$ cat config.mk
export PLATFORM = sky130hd
export DESIGN_NAME = ram_port_arbiter_flat
export DESIGN_NICKNAME = d
export VERILOG_FILES = /design/src/rtl/ram_port_arbiter_pkg.sv /design/src/rtl/ram_port_arbiter_if.sv /design/src/rtl/Mem256x16.sv /design/src/rtl/ram_port_arbiter.sv /design/src/flat_wrapper.sv
export SDC_FILE = /design/constraint.sdc
export NUM_CORES = 2
export LEC_CHECK = 0
export CAP_MARGIN = 20
export CORE_MARGIN = 4
export CORE_UTILIZATION = 56
export CTS_BUF_LIST = sky130_fd_sc_hd__clkbuf_4 sky130_fd_sc_hd__clkbuf_8 sky130_fd_sc_hd__clkbuf_16
export DETAILED_ROUTE_END_ITERATION = 10
export PLACE_DENSITY = 0.8
export SLEW_MARGIN = 10
export SYNTH_ARGS = -nofsm -noshare
export SYNTH_HDL_FRONTEND = slang
export SYNTH_HIERARCHICAL = 1
export SYNTH_SLANG_ARGS = --single-unit
$ cat constraint.sdc
create_clock -name clk -period 15.7 [get_ports clk]
set_input_delay 3.14 -clock clk [delete_from_list [all_inputs] [get_ports clk]]
set_output_delay 3.14 -clock clk [all_outputs]
set_load 0.01 [all_outputs]
$ cat src/rtl/ram_port_arbiter_pkg.sv
// Shared widths, requester count and lock FSM encoding for the RAM port arbiter.
package ram_port_arbiter_pkg;

    localparam int ADDR_W  = 8;
    localparam int DATA_W  = 16;
    localparam int NUM_REQ = 2;

    typedef enum logic [1:0] {
        ST_UNLOCKED = 2'd0,
        ST_LOCKED0  = 2'd1,
        ST_LOCKED1  = 2'd2
    } lock_state_e;

    // One-hot grant vector for a requester index.
    function automatic logic [NUM_REQ-1:0] req_onehot(input logic id);
        return id ? 2'b10 : 2'b01;
    endfunction

endpackage

$ cat src/rtl/ram_port_arbiter_if.sv
// Requester-side bus of the RAM port arbiter: requests, write data, grants, read data, contention counter.
interface ram_port_arbiter_if;
    import ram_port_arbiter_pkg::*;

    logic [NUM_REQ-1:0]        req;
    logic [NUM_REQ-1:0]        we;
    logic [NUM_REQ-1:0]        lock;
    logic [NUM_REQ*ADDR_W-1:0] addr;
    logic [NUM_REQ*DATA_W-1:0] wdata;
    logic [NUM_REQ-1:0]        gnt;
    logic [NUM_REQ-1:0]        rvalid;
    logic [DATA_W-1:0]         rdata;
    logic                      conflict_clr;
    logic [15:0]               conflict_cnt;

    modport master (
        output req, we, lock, addr, wdata, conflict_clr,
        input  gnt, rvalid, rdata, conflict_cnt
    );

    modport slave (
        input  req, we, lock, addr, wdata, conflict_clr,
        output gnt, rvalid, rdata, conflict_cnt
    );

endinterface

$ cat src/rtl/Mem256x16.sv
// 256x16 single-clock RAM with separate read/write ports, registered read and a read-valid flag.
module Mem256x16
    import ram_port_arbiter_pkg::*;
(
    input  logic              i_clk,
    input  logic              i_rst_n,
    input  logic              i_wr_en,
    input  logic [ADDR_W-1:0] i_wr_addr,
    input  logic [DATA_W-1:0] i_wr_data,
    input  logic              i_rd_en,
    input  logic [ADDR_W-1:0] i_rd_addr,
    output logic [DATA_W-1:0] o_rd_data,
    output logic              o_valid_out
);

    logic [DATA_W-1:0] r_mem [2**ADDR_W];
    logic [DATA_W-1:0] r_rd_data;
    logic              r_valid;

    // Storage array and registered read; contents are never reset so they survive rst_n.
    always_ff @(posedge i_clk) begin
        if (i_wr_en) begin
            r_mem[i_wr_addr] <= i_wr_data;
        end
        if (i_rd_en) begin
            r_rd_data <= r_mem[i_rd_addr];
        end
    end

    // Read-valid flag follows a read enable by one cycle; reset drops an in-flight read.
    always_ff @(posedge i_clk or negedge i_rst_n) begin
        if (!i_rst_n) begin
            r_valid <= 1'b0;
        end else begin
            r_valid <= i_rd_en;
        end
    end

    assign o_rd_data   = r_rd_data;
    assign o_valid_out = r_valid;

endmodule

$ cat src/rtl/ram_port_arbiter.sv
// Two-requester arbiter for a shared 256x16 RAM: round-robin grant, lock for read-modify-write
// with a bounded lock time, one-cycle read latency and a saturating contention counter.
module ram_port_arbiter
    import ram_port_arbiter_pkg::*;
#(
    parameter int unsigned LOCK_MAX = 16
) (
    input  logic              clk,
    input  logic              rst_n,
    ram_port_arbiter_if.slave bus
);

    localparam logic [7:0] TIMER_LAST = 8'(LOCK_MAX - 1);

    lock_state_e        r_state, w_state_next;
    logic               r_last, w_last_next;
    logic [7:0]         r_timer, w_timer_next;
    logic               r_owner;
    logic [DATA_W-1:0]  r_rdata_hold;
    logic [15:0]        r_conflict_cnt;

    logic [NUM_REQ-1:0] w_gnt;
    logic [NUM_REQ-1:0] w_acc;
    logic [NUM_REQ-1:0] w_rvalid;
    logic               w_acc_valid;
    logic               w_acc_id;
    logic               w_acc_we;
    logic               w_locked_id;
    logic [ADDR_W-1:0]  w_addr_arr  [NUM_REQ];
    logic [DATA_W-1:0]  w_wdata_arr [NUM_REQ];
    logic               w_mem_valid;
    logic [DATA_W-1:0]  w_mem_rdata;

    genvar gi;
    generate
        for (gi = 0; gi < NUM_REQ; gi++) begin : g_req
            assign w_addr_arr[gi]  = bus.addr[gi*ADDR_W +: ADDR_W];
            assign w_wdata_arr[gi] = bus.wdata[gi*DATA_W +: DATA_W];
            assign w_rvalid[gi]    = w_mem_valid && (r_owner == 1'(gi));
        end
    endgenerate

    assign w_acc       = bus.req & w_gnt;
    assign w_acc_valid = |w_acc;
    assign w_acc_id    = w_acc[1];
    assign w_acc_we    = bus.we[w_acc_id];
    assign w_locked_id = (r_state == ST_LOCKED1);

    // Grant: round-robin when unlocked, only the lock holder while locked, nothing in reset.
    always_comb begin
        w_gnt = '0;
        if (rst_n) begin
            case (r_state)
                ST_UNLOCKED: w_gnt = (bus.req == 2'b11) ? req_onehot(~r_last) : bus.req;
                ST_LOCKED0,
                ST_LOCKED1:  w_gnt = bus.req & req_onehot(w_locked_id);
                default:     w_gnt = '0;
            endcase
        end
    end

    // Lock FSM next state, round-robin pointer and lock timer.
    always_comb begin
        w_state_next = r_state;
        w_last_next  = r_last;
        w_timer_next = r_timer;
        case (r_state)
            ST_UNLOCKED: begin
                if (w_acc_valid) begin
                    w_last_next = w_acc_id;
                    if (bus.lock[w_acc_id]) begin
                        w_state_next = w_acc_id ? ST_LOCKED1 : ST_LOCKED0;
                        w_timer_next = 8'd0;
                    end
                end
            end
            ST_LOCKED0,
            ST_LOCKED1: begin
                if (r_timer == TIMER_LAST) begin
                    // Lock held too long: release and let the other requester win next contention.
                    w_state_next = ST_UNLOCKED;
                    w_last_next  = w_locked_id;
                    w_timer_next = 8'd0;
                end else if (w_acc_valid) begin
                    w_last_next = w_locked_id;
                    if (!bus.lock[w_locked_id]) begin
                        w_state_next = ST_UNLOCKED;
                        w_timer_next = 8'd0;
                    end else begin
                        w_timer_next = r_timer + 8'd1;
                    end
                end else if (!bus.req[w_locked_id]) begin
                    w_state_next = ST_UNLOCKED;
                    w_timer_next = 8'd0;
                end else begin
                    w_timer_next = r_timer + 8'd1;
                end
            end
            default: begin
                w_state_next = ST_UNLOCKED;
                w_timer_next = 8'd0;
            end
        endcase
    end

    // Lock FSM state register; reset points the round-robin so requester 0 wins first.
    always_ff @(posedge clk or negedge rst_n) begin
        if (!rst_n) begin
            r_state <= ST_UNLOCKED;
            r_last  <= 1'b1;
            r_timer <= 8'd0;
        end else begin
            r_state <= w_state_next;
            r_last  <= w_last_next;
            r_timer <= w_timer_next;
        end
    end

    // Remember which requester issued the read that is currently in the RAM pipeline.
    always_ff @(posedge clk or negedge rst_n) begin
        if (!rst_n) begin
            r_owner <= 1'b0;
        end else if (w_acc_valid && !w_acc_we) begin
            r_owner <= w_acc_id;
        end
    end

    // Hold the last returned read word so rdata stays stable between reads.
    always_ff @(posedge clk or negedge rst_n) begin
        if (!rst_n) begin
            r_rdata_hold <= '0;
        end else if (w_mem_valid) begin
            r_rdata_hold <= w_mem_rdata;
        end
    end

    // Saturating count of cycles where both requesters ask; clear wins over increment.
    always_ff @(posedge clk or negedge rst_n) begin
        if (!rst_n) begin
            r_conflict_cnt <= 16'd0;
        end else if (bus.conflict_clr) begin
            r_conflict_cnt <= 16'd0;
        end else if (bus.req == 2'b11 && r_conflict_cnt != 16'hFFFF) begin
            r_conflict_cnt <= r_conflict_cnt + 16'd1;
        end
    end

    Mem256x16 u_mem (
        .i_clk       (clk),
        .i_rst_n     (rst_n),
        .i_wr_en     (w_acc_valid && w_acc_we),
        .i_wr_addr   (w_addr_arr[w_acc_id]),
        .i_wr_data   (w_wdata_arr[w_acc_id]),
        .i_rd_en     (w_acc_valid && !w_acc_we),
        .i_rd_addr   (w_addr_arr[w_acc_id]),
        .o_rd_data   (w_mem_rdata),
        .o_valid_out (w_mem_valid)
    );

    assign bus.gnt          = w_gnt;
    assign bus.rvalid       = w_rvalid;
    assign bus.rdata        = w_mem_valid ? w_mem_rdata : r_rdata_hold;
    assign bus.conflict_cnt = r_conflict_cnt;

endmodule

$ cat src/flat_wrapper.sv
// flat-port wrapper written by rule: the top's interface ports become plain ports
module ram_port_arbiter_flat import ram_port_arbiter_pkg::*;
#(
    parameter int unsigned LOCK_MAX = 16
)
  (clk, rst_n, bus_req, bus_we, bus_lock, bus_addr, bus_wdata, bus_conflict_clr, bus_gnt, bus_rvalid, bus_rdata, bus_conflict_cnt);
  ram_port_arbiter_if bus_i ();
  input  logic clk;
  input  logic rst_n;
  input wire logic [$bits(bus_i.req)-1:0] bus_req;
  input wire logic [$bits(bus_i.we)-1:0] bus_we;
  input wire logic [$bits(bus_i.lock)-1:0] bus_lock;
  input wire logic [$bits(bus_i.addr)-1:0] bus_addr;
  input wire logic [$bits(bus_i.wdata)-1:0] bus_wdata;
  input wire logic [$bits(bus_i.conflict_clr)-1:0] bus_conflict_clr;
  output wire logic [$bits(bus_i.gnt)-1:0] bus_gnt;
  output wire logic [$bits(bus_i.rvalid)-1:0] bus_rvalid;
  output wire logic [$bits(bus_i.rdata)-1:0] bus_rdata;
  output wire logic [$bits(bus_i.conflict_cnt)-1:0] bus_conflict_cnt;
  assign bus_i.req = bus_req;
  assign bus_i.we = bus_we;
  assign bus_i.lock = bus_lock;
  assign bus_i.addr = bus_addr;
  assign bus_i.wdata = bus_wdata;
  assign bus_i.conflict_clr = bus_conflict_clr;
  assign bus_gnt = bus_i.gnt;
  assign bus_rvalid = bus_i.rvalid;
  assign bus_rdata = bus_i.rdata;
  assign bus_conflict_cnt = bus_i.conflict_cnt;
  ram_port_arbiter #(.LOCK_MAX(LOCK_MAX)) u_core (.clk(clk), .rst_n(rst_n), .bus(bus_i));
endmodule
==> impl_metrics.py <==
metrics = {
    "global_route": {
        "grt_max_degree": 198,
        "grt_pass1_wl_um": 639800,
        "grt.overflow.total": 0,
        "grt_use_met3": 0.09209,
        "grt_pass1_vias": 85800,
        "use_met2": 0.4534,
        "grt_usage": 0.2989,
        "antenna_found_initial": 32,
        "gr-usage-met1": 0.3920,
        "grt_most_used_layer": "met2",
    },
    "outcome": {
        "status": "completed",
    },
    "synthesis": {
        "synth_mux_area_frac": 0.1538,
        "synthXorXnorAreaFrac": 0.0006503,
        "synth_top_family_by_area": "multiplexers",
        "synth_fa_ha_area_frac": 0.0004645,
        "postSynthCellCount": 7664,
        "synth.ff_latch_count": 4157,
        "yosys_warnings": 6,
        "synthFlopType": "edfxtp_1",
        "syn_avg_cell_area_um2": 21.09,
        "synthSimpleGateAreaFrac": 0.01987,
        "async_reset_ff_frac": 0.01083,
        "syn_area_um2": 161600,
        "synth_cell_types": 75,
        "synth-edff-count": 4112,
        "ys_seq_area_frac": 0.7710,
        "synth-compound-area-share": 0.03695,
        "synthesis.nets": 7727,
    },
    "floorplan": {
        "initial_core_util": 0.5647,
        "die_h_um": 545.2,
        "die_area_um2": 297300,
        "rows": 196,
        "design.portCount": 93,
        "die_w_um": 545.2,
        "coreArea_um2": 286200,
    },
    "route": {
        "antenna_left": 0,
        "wl_per_cell_um": 37.51,
        "firstDrtPassIters": 9,
        "wirelength_um": 457200,
        "drc": 0,
        "drt_iter0_drc": 16440,
        "vias_per_cell": 7.184,
        "vias": 87580,
    },
    "place": {
        "dp_worst_setup_slack_ns": 5.679,
        "gp_congestion": 0.9138,
        "dp.final_hpwl_um": 247100,
        "dp.cells": 11430,
        "place_area_um2": 168000,
        "numPortBuffers": 92,
    },
    "sta": {
        "fin_crit_sh": 0.6097,
        "fmax_mhz": 104.5,
        "drv_slew": 0,
        "worst_slack_ns": 6.128,
        "worstMarginPinSlew_ns": 1.232,
        "fin_tns_setup_ns": 0,
        "finalHoldViolations": 0,
        "slew_headroom": 0.1756,
        "fin_crit_ns": 9.572,
        "rsz0062_at_grt": "false",
        "fin_skew_ns": 0.09112,
        "setup_viol": 0,
    },
    "critical_path": {
        "cp_data_arrival_time_ns": 10.27,
        "cp_max_fo": 139,
        "cp.required_ns": 16.40,
        "crit_type": "in -> reg",
        "cp-end-kind": "flop",
        "cp-start-kind": "input port",
    },
    "clock_tree": {
        "clk_pin_slew_worst_paths_ns": 0.06,
        "postCtsHoldBufs": 0,
        "insertion_delay_ns": 0.95,
        "clockBufferDepth": 4,
        "cts_max_level": 5,
        "cts_tree": "built",
        "cts_resized": 0,
        "cts-root-buf": "clkbuf_16",
        "cts.sink_count": 4157,
        "cts_setup_buffers": 0,
        "cts_buffers": 397,
    },
    "pwr": {
        "power_mw": 26.66,
        "power.leakage_nw": 57.69,
        "vdd_drop_max_mv": 0.1069,
        "powerDensity_nw_per_um2": 147.1,
    },
    "cells_and_area": {
        "area_growth_pct": 12.14,
        "instances_no_fill": 12190,
        "fin_nets": 8148,
        "drive_gt1_frac": 0.2426,
        "final_cell_area_um2": 181200,
    },
    "hold_path": {
        "hold_class": "reg -> reg",
    },
    "job": {
        "maxCapViolCount": 0,
    },
}
critical path, stage by stage:
cell and delay, ns:
buf_2 0.08, buf_4 0.58, and3b_1 0.37, o21ai_4 0.10, inv_1 0.07, buf_4 0.43
nand2_1 0.19, nand2_4 0.33, buf_4 0.79, nand2b_4 0.60, buf_12 0.42, o221ai_1 0.69
o22ai_1 0.26, a22oi_1 0.42, nand3_1 0.78, nor4_1 0.57
cell families (layout without fill, tap and decap cells):
| kind of cell | count (synthesis) | after routing |
|---|---|---|
| mux | 1473 | 1473 |
| simple gates | 706 | 706 |
| buf+inv | 482 | 1223 |
| compound gates | 828 | 828 |
| other cells | 0 | 24 |
| flops | 4157 | 4157 |
| fa+ha+maj | 6 | 6 |
| xor+xnor | 12 | 12 |
cells in the final DEF (no fill, tap or decap), types with 43 or more instances in the layout:
cell type and count:
edfxtp_1 4112, mux4_2 797, mux2i_1 569, clkbuf_16 402
buf_4 362, nor2_1 277, o221ai_1 252, a21oi_1 178
o22ai_1 150, mux2_2 106, nand2_1 104, clkdlybuf4s50_1 91
nor3_1 88, clkinv_1 87, clkinv_2 77, clkbuf_4 72
nor2_2 45, dfrtp_1 44, a22oi_1 43
final timing paths:
path                       depth (start not counted)  slack (ns)                              from                                       to
max reg2reg                                       16        8.21     u_core/r_state[0]$_DFFE_PN0P_      u_core/u_mem/o_rd_data[0]$_DFFE_PP_
min                                                1        0.55  u_core/r_rdata_hold[3]$_DFF_PN0_         u_core/r_rdata_hold[3]$_DFF_PN0_
min reg2reg                                        1        0.55  u_core/r_rdata_hold[3]$_DFF_PN0_         u_core/r_rdata_hold[3]$_DFF_PN0_
max                                               16        6.13                             rst_n      u_core/u_mem/o_rd_data[0]$_DFFE_PP_
max in group asynchronous                          2       12.74                             rst_n         u_core/r_rdata_hold[5]$_DFF_PN0_
min in group asynchronous                          2        2.34                             rst_n  u_core/bus.conflict_cnt[15]$_DFFE_PN0P_
cell type report:
type,count,area [um2]
antenna,24,60.06
clock buffer,480,10690
clock inverter,239,2222
fill,17510,104900
inverter,16,72.57
multi-input combinational,3025,34580
sequential,4157,124600
tap,3762,4707
timing repair buffer,488,4304
through the flow:
step | hold WS [ns] | utilization
2_1_floorplan | 0.4797 | -
3_3_place_gp | 0.5077 | 0.5866
3_5_place_dp | 0.5252 | 0.5870
4_1_cts | 0.5404 | 0.6321
5_1_grt | 0.5563 | 0.6331
6_report | 0.5542 | 0.6333
power breakdown:
group	internal (mW)	leakage, nW	switching (mW)
Sequential	12.8	37.6	0.0539
Clock	5.42	6.42	4.15
Combinational	1.40	13.7	2.86
Yosys cell counts (44+ instances only):
cell type	count	area (um2)
edfxtp_1	4112	123500
mux4_2	797	17950
mux2i_1	569	5695
nor2_1	321	1205
o221ai_1	252	2207
clkbuf_1	236	885.9
a21oi_1	178	890.9
o22ai_1	151	944.7
nand2_1	126	473.0
mux2_2	106	1194
nor3_1	93	465.5
buf_2	79	395.4
buf_6	78	878.3
dfrtp_1	44	1101
metal layers:
layer / part of all wire / up-vias
li1: - / 33220
met1: 0.32 / 44450
met2: 0.46 / 8322
met3: 0.15 / 1576
met4: 0.068 / 22
met5: 0.00032 / -
state kept, by name (all words and copies together) (netlist names):
signal and cells:
u_core/r_rdata_hold 16, u_core/u_mem/r_mem 4096, u_core/u_mem/o_rd_data 16, u_core/u_mem/o_valid_out 1, u_core/bus.conflict_cnt 16, u_core/r_last 1
u_core/r_owner 1, u_core/r_state 2, u_core/r_timer 8
Power figures use the tool's default switching activity.
